### src/rtl/seq_ctrl_pkg.sv
// Shared definitions for the SEQ Y86 stage sequencer: FSM states, status codes
// and the bit position of each stage enable.
package seq_ctrl_pkg;

    typedef enum logic [2:0] {
        ST_IDLE      = 3'd0,
        ST_FETCH     = 3'd1,
        ST_DECODE    = 3'd2,
        ST_EXECUTE   = 3'd3,
        ST_MEMORY    = 3'd4,
        ST_WRITEBACK = 3'd5,
        ST_PCUPDATE  = 3'd6,
        ST_HALTED    = 3'd7
    } state_t;

    localparam logic [1:0] STAT_AOK = 2'd0;
    localparam logic [1:0] STAT_HLT = 2'd1;
    localparam logic [1:0] STAT_ADR = 2'd2;
    localparam logic [1:0] STAT_INS = 2'd3;

    localparam int NUM_STAGES = 6;
    localparam int STG_FETCH  = 0;
    localparam int STG_DEC    = 1;
    localparam int STG_EXE    = 2;
    localparam int STG_MEM    = 3;
    localparam int STG_WB     = 4;
    localparam int STG_PCUP   = 5;

    function automatic logic [NUM_STAGES-1:0] stage_onehot(input state_t s);
        logic [NUM_STAGES-1:0] oh;
        oh = '0;
        case (s)
            ST_FETCH:     oh[STG_FETCH] = 1'b1;
            ST_DECODE:    oh[STG_DEC]   = 1'b1;
            ST_EXECUTE:   oh[STG_EXE]   = 1'b1;
            ST_MEMORY:    oh[STG_MEM]   = 1'b1;
            ST_WRITEBACK: oh[STG_WB]    = 1'b1;
            ST_PCUPDATE:  oh[STG_PCUP]  = 1'b1;
            default:      oh = '0;
        endcase
        return oh;
    endfunction

endpackage

### src/rtl/seq_status_reg.sv
// Priority merge of fetch/memory fault sources into the sticky architectural
// status register; halt_req_o flags a new fault that the FSM must act on.
module seq_status_reg
    import seq_ctrl_pkg::*;
(
    input  logic       clk_i,
    input  logic       rst_ni,
    input  logic       fetch_chk_i,
    input  logic       instr_valid_i,
    input  logic       imem_error_i,
    input  logic       is_halt_i,
    input  logic       mem_err_i,
    input  logic       mem_timeout_i,
    output logic       halt_req_o,
    output logic [1:0] status_o
);

    logic [1:0] status_q;
    logic [1:0] stat_new;

    // Illegal instruction outranks a bad fetch address, which outranks halt.
    always_comb begin
        stat_new = STAT_AOK;
        if (fetch_chk_i) begin
            if (!instr_valid_i)     stat_new = STAT_INS;
            else if (imem_error_i)  stat_new = STAT_ADR;
            else if (is_halt_i)     stat_new = STAT_HLT;
        end else if (mem_err_i || mem_timeout_i) begin
            stat_new = STAT_ADR;
        end
    end

    assign halt_req_o = (status_q == STAT_AOK) && (stat_new != STAT_AOK);

    always_ff @(posedge clk_i) begin
        if (!rst_ni)         status_q <= STAT_AOK;
        else if (halt_req_o) status_q <= stat_new;
    end

    assign status_o = status_q;

endmodule

### src/rtl/seq_stage_sequencer.sv
// Multi-cycle SEQ Y86 controller: one stage per cycle, status-gated strobes,
// cycle and retirement counters.
module seq_stage_sequencer
    import seq_ctrl_pkg::*;
#(
    parameter int CNT_W       = 32,
    parameter int MEM_TIMEOUT = 15
) (
    input  logic             clk,
    input  logic             rst_n,
    input  logic             start,
    input  logic             step_mode,
    input  logic             instr_valid,
    input  logic             imem_error,
    input  logic             is_halt,
    input  logic             mem_access,
    input  logic             dmem_ready,
    input  logic             dmem_error,
    output logic [5:0]       stage_en,
    output logic             regfile_we,
    output logic             dmem_we_en,
    output logic             pc_we,
    output logic [1:0]       status,
    output logic             running,
    output logic [CNT_W-1:0] cycle_cnt,
    output logic [CNT_W-1:0] instr_cnt
);

    localparam int                WAIT_W   = (MEM_TIMEOUT > 1) ? $clog2(MEM_TIMEOUT) : 1;
    localparam logic [WAIT_W-1:0] TMO_LAST = WAIT_W'(MEM_TIMEOUT - 1);

    state_t            state_q, state_d;
    logic [5:0]        stage_en_q;
    logic [WAIT_W-1:0] wait_q, wait_d;
    logic [CNT_W-1:0]  cycle_cnt_q, instr_cnt_q;

    logic fetch_chk, mem_wait, mem_err, mem_tmo, halt_req, aok, active;

    assign fetch_chk = (state_q == ST_FETCH);
    assign mem_wait  = (state_q == ST_MEMORY) && mem_access;
    assign mem_err   = mem_wait && dmem_ready && dmem_error;
    assign mem_tmo   = mem_wait && !dmem_ready && (wait_q == TMO_LAST);

    seq_status_reg u_status (
        .clk_i         (clk),
        .rst_ni        (rst_n),
        .fetch_chk_i   (fetch_chk),
        .instr_valid_i (instr_valid),
        .imem_error_i  (imem_error),
        .is_halt_i     (is_halt),
        .mem_err_i     (mem_err),
        .mem_timeout_i (mem_tmo),
        .halt_req_o    (halt_req),
        .status_o      (status)
    );

    always_comb begin
        state_d = state_q;
        wait_d  = '0;
        case (state_q)
            ST_IDLE:      if (start) state_d = ST_FETCH;
            ST_FETCH:     state_d = halt_req ? ST_HALTED : ST_DECODE;
            ST_DECODE:    state_d = ST_EXECUTE;
            ST_EXECUTE:   state_d = ST_MEMORY;
            ST_MEMORY: begin
                // wait_q counts MEMORY cycles spent without dmem_ready.
                if (halt_req)                     state_d = ST_HALTED;
                else if (!mem_access || dmem_ready) state_d = ST_WRITEBACK;
                else                              wait_d  = wait_q + WAIT_W'(1);
            end
            ST_WRITEBACK: state_d = ST_PCUPDATE;
            ST_PCUPDATE:  state_d = step_mode ? ST_IDLE : ST_FETCH;
            ST_HALTED:    state_d = ST_HALTED;
            default:      state_d = ST_IDLE;
        endcase
    end

    assign active = (state_q != ST_IDLE) && (state_q != ST_HALTED);

    always_ff @(posedge clk) begin
        if (!rst_n) begin
            state_q     <= ST_IDLE;
            stage_en_q  <= '0;
            wait_q      <= '0;
            cycle_cnt_q <= '0;
            instr_cnt_q <= '0;
        end else begin
            state_q    <= state_d;
            stage_en_q <= stage_onehot(state_d);
            wait_q     <= wait_d;
            if (active)
                cycle_cnt_q <= cycle_cnt_q + CNT_W'(1);
            if (state_q == ST_PCUPDATE && aok)
                instr_cnt_q <= instr_cnt_q + CNT_W'(1);
        end
    end

    assign aok        = (status == STAT_AOK);
    assign regfile_we = aok && (state_q == ST_WRITEBACK);
    assign pc_we      = aok && (state_q == ST_PCUPDATE);
    assign dmem_we_en = aok && mem_wait && (wait_q == '0);

    assign stage_en  = stage_en_q;
    assign running   = active;
    assign cycle_cnt = cycle_cnt_q;
    assign instr_cnt = instr_cnt_q;

endmodule

### config.mk
export PLATFORM = sky130hd
export DESIGN_NAME = seq_stage_sequencer
export DESIGN_NICKNAME = d
export VERILOG_FILES = /design/src/rtl/seq_ctrl_pkg.sv /design/src/rtl/seq_status_reg.sv /design/src/rtl/seq_stage_sequencer.sv
export SDC_FILE = /design/constraint.sdc
export NUM_CORES = 1
export LEC_CHECK = 0
export BUFFER_PORTS_ARGS = -buffer_cell sky130_fd_sc_hd__buf_2
export CAP_MARGIN = 20
export CELL_PAD_IN_SITES_DETAIL_PLACEMENT = 2
export CELL_PAD_IN_SITES_GLOBAL_PLACEMENT = 2
export CORE_AREA = 2 2 111 113
export CTS_CLUSTER_DIAMETER = 40
export CTS_CLUSTER_SIZE = 10
export DETAILED_ROUTE_END_ITERATION = 8
export DIE_AREA = 0 0 113 115
export PLACE_DENSITY = 0.9
export SLEW_MARGIN = 20
export SYNTH_ARGS = -nofsm -noshare
export SYNTH_HDL_FRONTEND = slang
export SYNTH_SLANG_ARGS = --single-unit
### constraint.sdc
create_clock -name clk -period 3.89 [get_ports clk]
set_input_delay 0.389 -clock clk [delete_from_list [all_inputs] [get_ports clk]]
set_output_delay 0.389 -clock clk [all_outputs]
set_load 0.1 [all_outputs]
==> results of run 1 <==
## critical path, cell delays in order (launching register included)
cell and delay [ps]:
dfxtp_1 650, and3b_1 520, and2_1 270, buf_2 450
## power groups by stage
stage / clock [mW] / combinational, mW / sequential [mW]
2_1_floorplan: 0 / 0.371 / 1.14
4_1_cts: 0.797 / 0.695 / 0.944
5_1_grt: 0.827 / 0.736 / 0.956
3_5_place_dp: 0 / 0.683 / 0.961
3_3_place_gp: 0 / 0.668 / 0.950
6_report: 0.774 / 0.693 / 0.943
## per-stage QoR
stage               std cells  power (mW)  hold WS (ps)
floorplan                 468        1.51           430
global placement          676        1.62           444
detailed placement        676        1.64           463
CTS                       692        2.44           460
global route              692        2.52           502
finish                    692        2.41           470
## sequential cells by signal, indices dropped and copies added, names as in the netlist
register and count:
cycle_cnt 32, wait_q 4, stage_en 6, u_status.status_o 2, state_q 3, instr_cnt 32
## cell type report
cell class,count,area (sq um)
multi-input cells,350,2220
clock buffers,10,229
repair buffers,88,448
fillers,1381,7060
clock inverters,6,37.5
flip-flops and latches,79,1580
inverters,12,45.0
well taps,147,184
## cells by family (layout without fill, tap and decap cells)
| kind of cell | after synthesis | after routing | synth area share [%] |
|---|---|---|---|
| AO/OA/AOI/OAI | 91 | 91 | 14.4 |
| buffers and inverters | 39 | 116 | 3.96 |
| flip-flops | 79 | 79 | 40.0 |
| multiplexers | 15 | 15 | 3.80 |
| adder cells (fa/ha/maj) | 5 | 5 | 1.58 |
| AND/OR/NAND/NOR | 217 | 217 | 31.4 |
| XOR/XNOR | 22 | 22 | 4.87 |
## placed cells by master, fill, tap and decap left out, types with 16 or more instances in the layout
cell / n
nand2_1: 36
xor2_1: 16
nand3_1: 23
dfxtp_1: 79
nand4_1: 17
a21oi_1: 35
or4_1: 22
buf_2: 85
nor4_1: 17
nor2_1: 31
o31ai_1: 22
## routing by layer
metal	global-route usage, %	wire length (um)
met1	25.7	5870
met3	3.37	428
met4	7.56	236
met5	0	0
met2	34.9	6380
## worst min-delay path by stage
| stage | start | end | slack, ps | depth (start not counted) |
|---|---|---|---|---|
| finish | instr_cnt[31]$_SDFFE_PN0P_ | instr_cnt[31]$_SDFFE_PN0P_ | 470 | 2 |
| global route | instr_cnt[31]$_SDFFE_PN0P_ | instr_cnt[31]$_SDFFE_PN0P_ | 500 | 2 |
| CTS | step_mode | state_q[0]$_SDFF_PN0_ | 460 | 3 |
| detailed placement | wait_q[0]$_SDFF_PP0_ | wait_q[0]$_SDFF_PP0_ | 460 | 1 |
| global placement | wait_q[0]$_SDFF_PP0_ | wait_q[0]$_SDFF_PP0_ | 440 | 1 |
| floorplan | wait_q[0]$_SDFF_PP0_ | wait_q[0]$_SDFF_PP0_ | 430 | 1 |
==> qor.csv, run 1 <==
stage;metric;value;unit
status;failing checks;design-rule violations;
synthesis;syn nets;483;
synthesis;Avg Inst Size Synth;8.45;sq um
synthesis;Yosys top cell area share;40.0;%
clocking;Post-CTS Resized;0;
worst_setup_path;RR Endpoint;instr_cnt[29]$_SDFFE_PN0P_;
status;status;finished, violations left;
synthesis;Mapped Area;3950;sq um
worst_hold_path;Min-Delay Path Class;reg2reg;
pwr;Clock Power Share;32.1;%
synthesis;sequential share of the synthesized area;40.0;%
routing;DR iter-0 viols;242;
floorplan;I/O pin total;86;
final_layout;post-route cell area;4750;sq um
clocking;CTS tree;yes;
floorplan;initial core utilization;33.5;%
timing;Pins Over Slew Limit;0;
timing;Worst slew margin;33.1;%
clocking;post-CTS setup buffers;0;
final_layout;Util after Layout;40.2;%
placed_design;Routability Congestion;0.769;
timing;Setup WS post-layout;1260;ps
synthesis;flops & latches, synth;79;
synthesis;Synth cell types;50;
grt;initial antenna violation count;0;
worst_setup_path;Setup crit end;pc_we;
worst_setup_path;Required @ worst endpoint;3500;ps
pwr;Power Internal;1.44;mW
clocking;clk_lat worst skew;340;ps
final_layout;Final #Nets;555;
placed_design;Area after DPL;4480;sq um
clocking;Worst-path clk slew;60;ps
synthesis;Top FF cell, synth;dfxtp_1;
worst_setup_path;startpoint type of the worst setup path;flop;
synthesis;ys async rst share;0;%
pwr;combinational share of power;28.8;%
pwr;net switching power;0.967;mW
pwr;Pwr per Cell Area;507;nW/um^2
grt;largest net degree at the start of global routing;34;
timing;worst clock skew;7.28;ps
synthesis;post-synth top area cell;dfxtp_1;
final_layout;layout cells sized above 1;20.4;%
worst_setup_path;Crit. End Element;output pin;
synthesis;yosys warns;0;
worst_setup_path;crit path DAT;2240;ps
worst_setup_path;r2r worst-path depth;4;
placed_design;Port-buffer cells;85;
synthesis;top-count cell post-synth;dfxtp_1;
worst_setup_path;Worst Setup SP;state_q[1]$_SDFF_PN0_;
routing;final wirelength;12900;um
synthesis;Cells after Synth;468;
floorplan;Core Region;11800;sq um
clocking;clock sink count;79;
floorplan;die width;113;um
flow_run;max-cap viol count;0;
placed_design;worst slack, placed;1480;ps
routing;drt first pass iters;6;
synthesis;largest cells by area after synthesis;dfxtp_1 40%, a21oi_1 4.4%, o31ai_1 4.2%;
worst_setup_path;Setup Crit Path Kind;reg2out;
clocking;Num CTS Buffers;9;
synthesis;EDFF count, synth;0;
timing;RSZ-0062 raised after global routing;false;
routing;Routed Antenna Nets;0;
timing;Max Clock Freq;381;MHz
floorplan;Die H;115;um
grt;vias in the first global route;4153;
clocking;CTS Hold Buffers Added;0;
grt;global-route wire length before repair;21300;um
timing;worst-margin pin slew;1000;ps
floorplan;Die Footprint;13000;sq um
pwr;P_leak;1.80;nW
timing;Period minus WS final;2630;ps
grt;GRT overflow;0;
grt;Tot GR Track Use;20.3;%
timing;final setup vio count;0;
clocking;Root Buffer;clkbuf_16;
pwr;Seq pwr share;39.1;%
final_layout;Syn-to-layout area delta;20.1;%
worst_setup_path;critical path fanouts, max;17;
worst_setup_path;reg2reg setup slack;1330;ps
pwr;switching share of power;40.1;%
clocking;clock tree buffer depth;2;
placed_design;DP Wirelength;9100;um
routing;vias per cell;5.67;
routing;vias;3925;
timing;Hold Fails Final Rpt;0;
timing;setup TNS;0;ps
pwr;worst vdd ir;0.458;mV
timing;period utilisation layout;67.6;%
final_layout;# diodes;0;
synthesis;most frequent cells after synthesis;79 x dfxtp_1, 36 x nand2_1, 35 x a21oi_1, 31 x nor2_1, 23 x nand3_1;
worst_setup_path;Reg2Reg Launch Point;instr_cnt[7]$_SDFFE_PN0P_;
clocking;H-tree depth;3;
routing;# DRC;6;
floorplan;Rows;40;
routing;WL/cell;18.7;um
No activity file was read; power rests on OpenSTA's default activity.
==> inputs of run 2 (changes only) <==
--- a/config.mk
+++ b/config.mk
@@ -9,12 +9,12 @@
 export CAP_MARGIN = 20
 export CELL_PAD_IN_SITES_DETAIL_PLACEMENT = 2
 export CELL_PAD_IN_SITES_GLOBAL_PLACEMENT = 2
-export CORE_AREA = 2 2 111 113
+export CORE_AREA = 2 2 115 117
 export CTS_CLUSTER_DIAMETER = 40
 export CTS_CLUSTER_SIZE = 10
 export DETAILED_ROUTE_END_ITERATION = 8
-export DIE_AREA = 0 0 113 115
-export PLACE_DENSITY = 0.9
+export DIE_AREA = 0 0 117 119
+export PLACE_DENSITY = 0.85
 export SLEW_MARGIN = 20
 export SYNTH_ARGS = -nofsm -noshare
 export SYNTH_HDL_FRONTEND = slang
==> constraint.sdc (replaced) <==
create_clock -name clk -period 2.73 [get_ports clk]
set_input_delay 0.273 -clock clk [delete_from_list [all_inputs] [get_ports clk]]
set_output_delay 0.273 -clock clk [all_outputs]
set_load 0.1 [all_outputs]
==> qor.csv, run 2 (same netlist as run 1, synthesis figures left out) <==
stage;metric;value;unit;change
worst_setup_path;CP Cell Sequence;and3b_1 > and2_1 > buf_2;;
worst_hold_path;hold wc startpoint;step_mode;;
worst_hold_path;Min-Delay Path Class;in2reg;;
placed_design;Port-buffer cells;85;;unchanged
timing;Max Clock Freq;398;MHz;
routing;vias per cell;5.42;;-4.5%
worst_setup_path;critical path's largest stage delay;670;ps;+20 ps
final_layout;layout cells sized above 1;20.4;%;unchanged
clocking;clock sink count;79;;unchanged
pwr;P_leak;1.83;nW;+2.0%
final_layout;most frequent cells in the layout;85 x buf_2, 79 x dfxtp_1, 36 x nand2_1;;
timing;period utilisation layout;92.1;%;
timing;worst-margin pin slew;795;ps;-206 ps
clocking;Worst-path clk slew;60;ps;about the same
clocking;post-CTS setup buffers;0;;unchanged
worst_setup_path;Crit. End Element;output pin;;
worst_setup_path;Required @ worst endpoint;2460;ps;-1040 ps
grt;Tot GR Track Use;19.5;%;-0.79 points
floorplan;die width;117;um;+3.5%
grt;initial antenna violation count;0;;unchanged
timing;Worst slew margin;47.0;%;+14 points
grt;vias in the first global route;4198;;+1.1%
routing;final wirelength;12900;um;-0.29%
routing;drt first pass iters;4;;-2
routing;vias;3907;;-0.46%
worst_setup_path;CP max stage cell;dfxtp_1;;
worst_setup_path;startpoint type of the worst setup path;flop;;
timing;setup TNS;0;ps;unchanged
final_layout;non-filler cells in the finished layout;721;;+4.2%
timing;Pins Over Slew Limit;0;;unchanged
worst_setup_path;Setup Crit Path Kind;reg2out;;
clocking;CTS Hold Buffers Added;0;;unchanged
clocking;Root Buffer;clkbuf_16;;
final_layout;Syn-to-layout area delta;22.4;%;
grt;global-route wire length before repair;21500;um;+0.75%
grt;GRT overflow;0;;unchanged
timing;Hold Fails Final Rpt;0;;unchanged
worst_setup_path;critical path fanouts, max;17;;unchanged
clocking;H-tree depth;3;;unchanged
worst_setup_path;r2r worst-path depth;4;;unchanged
clocking;Post-CTS Resized;0;;unchanged
clocking;Num CTS Buffers;9;;unchanged
grt;largest net degree at the start of global routing;33;;-2.9%
pwr;worst vdd ir;0.451;mV;-1.6%
worst_hold_path;hold path cells;3;;+1
floorplan;Rows;42;;+5.0%
floorplan;I/O pin total;86;;unchanged
worst_setup_path;reg2reg setup slack;280;ps;-1050 ps
placed_design;Routability Congestion;0.753;;-2.1%
routing;Routed Antenna Nets;0;;unchanged
timing;Period minus WS final;2510;ps;
flow_run;max-cap viol count;0;;unchanged
worst_setup_path;crit path DAT;2240;ps;about the same
worst_hold_path;hold path endpoint;state_q[0]$_SDFF_PN0_;;
pwr;Pwr per Cell Area;748;nW/um^2;+47%
floorplan;Die H;119;um;+3.5%
placed_design;DP Wirelength;9140;um;+0.38%
final_layout;Final #Nets;556;;+0.18%
final_layout;# diodes;0;;unchanged
final_layout;Util after Layout;37.6;%;-2.6 points
status;status;finished, final reports clean;;
clocking;clock tree buffer depth;2;;unchanged
routing;DR iter-0 viols;183;;-24%
floorplan;Core Region;12900;sq um;+9.0%
routing;# DRC;0;;-6
clocking;CTS tree;yes;;
floorplan;Die Footprint;13900;sq um;+7.1%
placed_design;DP Cell Count;706;;+4.4%
final_layout;commonest non-fill, non-tap cell in the layout;buf_2;;
routing;WL/cell;17.9;um;-4.3%
clocking;clk_lat worst skew;350;ps;about the same
timing;final setup vio count;0;;unchanged
worst_setup_path;Reg2Reg Launch Point;state_q[1]$_SDFF_PN0_;;
timing;worst clock skew;7.02;ps;-0.256 ps
floorplan;initial core utilization;30.7;%;-2.8 points
worst_setup_path;RR Endpoint;instr_cnt[30]$_SDFFE_PN0P_;;
timing;RSZ-0062 raised after global routing;false;;
[run 2: cell types whose count changed in the layout (fill, tap and decap cells not counted), sizes merged]
cell	before	now
bufinv	0	2
clkinv	4	3
buf	88	89
clkinvlp	3	0
clkbuf	10	11
[run 2: layout make-up]
type / count / area, sq um
clock buffer: 11 / 243
clock inverter: 4 / 70.1
fill: 1485 / 8040
inverter: 12 / 45.0
multi-input combinational: 350 / 2220
sequential: 79 / 1580
tap: 176 / 220
timing repair buffer: 89 / 455
[run 2: metrics by stage]
stage          cell area (sq um)  worst slack [ps]  hold WS [ps]  power (mW)
2_1_floorplan               3950              41.3           429        2.15
3_3_place_gp                4520               524           445        2.30
3_5_place_dp                4520               353           468        2.33
4_1_cts                     4830               182           336        3.66
5_1_grt                     4840              63.9           359        3.79
6_report                    4840               215           339        3.62
[run 2: worst max-delay path, delay by kind of cell, from the launching register on]
kind                   cells  cell delay [ps]
buffers and inverters      1              460
flip-flops                 1              670
AND/OR/NAND/NOR            2              760
[run 2: how the worst max path moves through the flow]
stage | from | to | slack, ps | depth (start not counted)
after floorplan | u_status.status_o[1]$_SDFFE_PN0N_ | dmem_we_en | 40 | 3
after global placement | state_q[1]$_SDFF_PN0_ | instr_cnt[30]$_SDFFE_PN0P_ | 520 | 4
after detailed placement | state_q[1]$_SDFF_PN0_ | instr_cnt[24]$_SDFFE_PN0P_ | 350 | 4
after CTS | state_q[1]$_SDFF_PN0_ | pc_we | 180 | 3
after global routing | state_q[1]$_SDFF_PN0_ | pc_we | 60 | 3
final | state_q[1]$_SDFF_PN0_ | pc_we | 220 | 3
[run 2: where the power goes]
part           leakage [nW]  internal, mW  switching (mW)  total (mW)
registers             0.638          1.22           0.123        1.34
clock network         0.155         0.818           0.486        1.30
logic                  1.04         0.225           0.747       0.971
[run 2: per-layer routing]
layer	part of all wire (%)	global-route usage [%]	up-vias
met4	2.1	8.24	0
met1	46	25.2	1941
met5	0	0	-
met2	50	32.4	73
met3	2.8	2.60	20
li1	-	-	1873
==> inputs of run 3 (changes only) <==
--- a/config.mk
+++ b/config.mk
@@ -15,6 +15,7 @@
 export DETAILED_ROUTE_END_ITERATION = 8
 export DIE_AREA = 0 0 117 119
 export PLACE_DENSITY = 0.85
+export RECOVER_POWER = 25
 export SLEW_MARGIN = 20
 export SYNTH_ARGS = -nofsm -noshare
 export SYNTH_HDL_FRONTEND = slang
==> qor.csv, run 3 (same netlist as run 1, synthesis figures left out) <==
stage;metric;value;unit;change
status;status;finished, final reports clean;;
worst_setup_path;reg2reg setup slack;310;ps;+30 ps
clocking;Worst-path clk slew;60;ps;about the same
timing;Period minus WS final;2510;ps;-3.82 ps
routing;vias per cell;5.41;;about the same
timing;Pins Over Slew Limit;0;;unchanged
pwr;worst vdd ir;0.451;mV;about the same
clocking;Num CTS Buffers;9;;unchanged
timing;RSZ-0062 raised after global routing;false;;
placed_design;DP Wirelength;9140;um;unchanged
timing;final setup vio count;0;;unchanged
clocking;post-CTS setup buffers;0;;unchanged
clocking;CTS tree;yes;;
final_layout;non-filler cells in the finished layout;721;;unchanged
floorplan;die width;117;um;unchanged
timing;Hold Fails Final Rpt;0;;unchanged
timing;Max Clock Freq;398;MHz;+0.15%
floorplan;Die H;119;um;unchanged
worst_setup_path;Setup Crit Path Kind;reg2out;;
worst_setup_path;critical path fanouts, max;17;;unchanged
clocking;clk_lat worst skew;350;ps;about the same
routing;DR iter-0 viols;226;;+23%
grt;vias in the first global route;4198;;unchanged
timing;worst-margin pin slew;1220;ps;+426 ps
worst_setup_path;startpoint type of the worst setup path;flop;;
timing;period utilisation layout;92.0;%;-0.14 points
clocking;Post-CTS Resized;0;;unchanged
worst_setup_path;r2r worst-path depth;4;;unchanged
clocking;CTS Hold Buffers Added;0;;unchanged
worst_setup_path;Crit. End Element;output pin;;
routing;final wirelength;12900;um;+0.11%
grt;global-route wire length before repair;21500;um;unchanged
clocking;Root Buffer;clkbuf_16;;
grt;initial antenna violation count;0;;unchanged
routing;vias;3904;;-0.077%
routing;drt first pass iters;4;;unchanged
timing;setup TNS;0;ps;unchanged
worst_hold_path;Min-Delay Path Class;in2reg;;
placed_design;DP Cell Count;706;;unchanged
worst_setup_path;Required @ worst endpoint;2460;ps;about the same
pwr;P_leak;1.67;nW;-8.6%
final_layout;post-route cell area;4790;sq um;-0.93%
clocking;clock tree buffer depth;2;;unchanged
final_layout;# diodes;0;;unchanged
grt;Tot GR Track Use;19.5;%;unchanged
floorplan;initial core utilization;30.7;%;unchanged
final_layout;commonest non-fill, non-tap cell in the layout;dfxtp_1;;
grt;GRT overflow;0;;unchanged
final_layout;layout cells sized above 1;13.8;%;-6.6 points
timing;Worst slew margin;19.0;%;-28 points
final_layout;Syn-to-layout area delta;21.2;%;
placed_design;Port-buffer cells;85;;unchanged
floorplan;Core Region;12900;sq um;unchanged
flow_run;max-cap viol count;0;;unchanged
clocking;clock sink count;79;;unchanged
routing;# DRC;0;;unchanged
floorplan;Rows;42;;unchanged
final_layout;Util after Layout;37.2;%;-0.35 points
clocking;H-tree depth;3;;unchanged
routing;WL/cell;17.9;um;+0.11%
worst_setup_path;Setup crit end;pc_we;;
worst_setup_path;Worst Setup SP;state_q[1]$_SDFF_PN0_;;
routing;Routed Antenna Nets;0;;unchanged
worst_setup_path;Reg2Reg Launch Point;state_q[1]$_SDFF_PN0_;;
floorplan;I/O pin total;86;;unchanged
final_layout;Final #Nets;556;;unchanged
worst_setup_path;crit path DAT;2240;ps;about the same
final_layout;most frequent cells in the layout;79 x dfxtp_1, 49 x buf_2, 37 x clkbuf_1;;
floorplan;Die Footprint;13900;sq um;unchanged
timing;worst hold slack;339;ps;-0.114 ps
placed_design;Area after DPL;4520;sq um;unchanged
placed_design;worst slack, placed;353;ps;unchanged
worst_setup_path;RR Endpoint;instr_cnt[30]$_SDFFE_PN0P_;;
pwr;Pwr per Cell Area;754;nW/um^2;+0.83%
pwr;total power;3.61;mW;-0.11%
grt;largest net degree at the start of global routing;33;;unchanged
timing;worst clock skew;8.12;ps;+1.09 ps
placed_design;Routability Congestion;0.753;;unchanged
timing;Setup WS post-layout;219;ps;+3.82 ps
## run 3: changes by cell type in the layout (fill, tap and decap cells not counted), sizes merged
cell,previous run,this run
clkbuf,11,47
buf,89,53
## run 3: critical path, stage by stage (launching register included)
cell and delay, ps:
dfxtp_1 670, and3b_1 490, and2_1 270, buf_2 460
## run 3: power breakdown
part	internal [mW]	leakage, nW	switching (mW)
clock network	0.818	0.155	0.490
registers	1.22	0.638	0.123
logic	0.216	0.880	0.747
## run 3: cell type report
type | count | area, sq um
Multi-Input combinational cell | 350 | 2220
Inverter | 12 | 45.0
Clock inverter | 4 | 70.1
Tap cell | 176 | 220
Sequential cell | 79 | 1580
Timing Repair Buffer | 89 | 410
Clock buffer | 11 | 243
Fill cell | 1492 | 8080
## run 3: worst min path at each step
stage	from	end	slack, ps	cells after the start
after floorplan	rst_n	instr_cnt[21]$_SDFFE_PN0P_	430	2
after global placement	wait_q[0]$_SDFF_PP0_	wait_q[0]$_SDFF_PP0_	440	1
after detailed placement	wait_q[0]$_SDFF_PP0_	wait_q[0]$_SDFF_PP0_	470	1
after CTS	step_mode	state_q[0]$_SDFF_PN0_	340	3
after global routing	step_mode	state_q[0]$_SDFF_PN0_	360	3
final	step_mode	state_q[0]$_SDFF_PN0_	340	3
## run 3: per-layer routing
layer / vias to the layer above / wire, um / GRT usage, %
li1: 1874 / - / -
met5: - / 0 / 0
met3: 19 / 380 / 2.60
met2: 75 / 6360 / 32.4
met1: 1936 / 5870 / 25.2
met4: 0 / 274 / 8.24
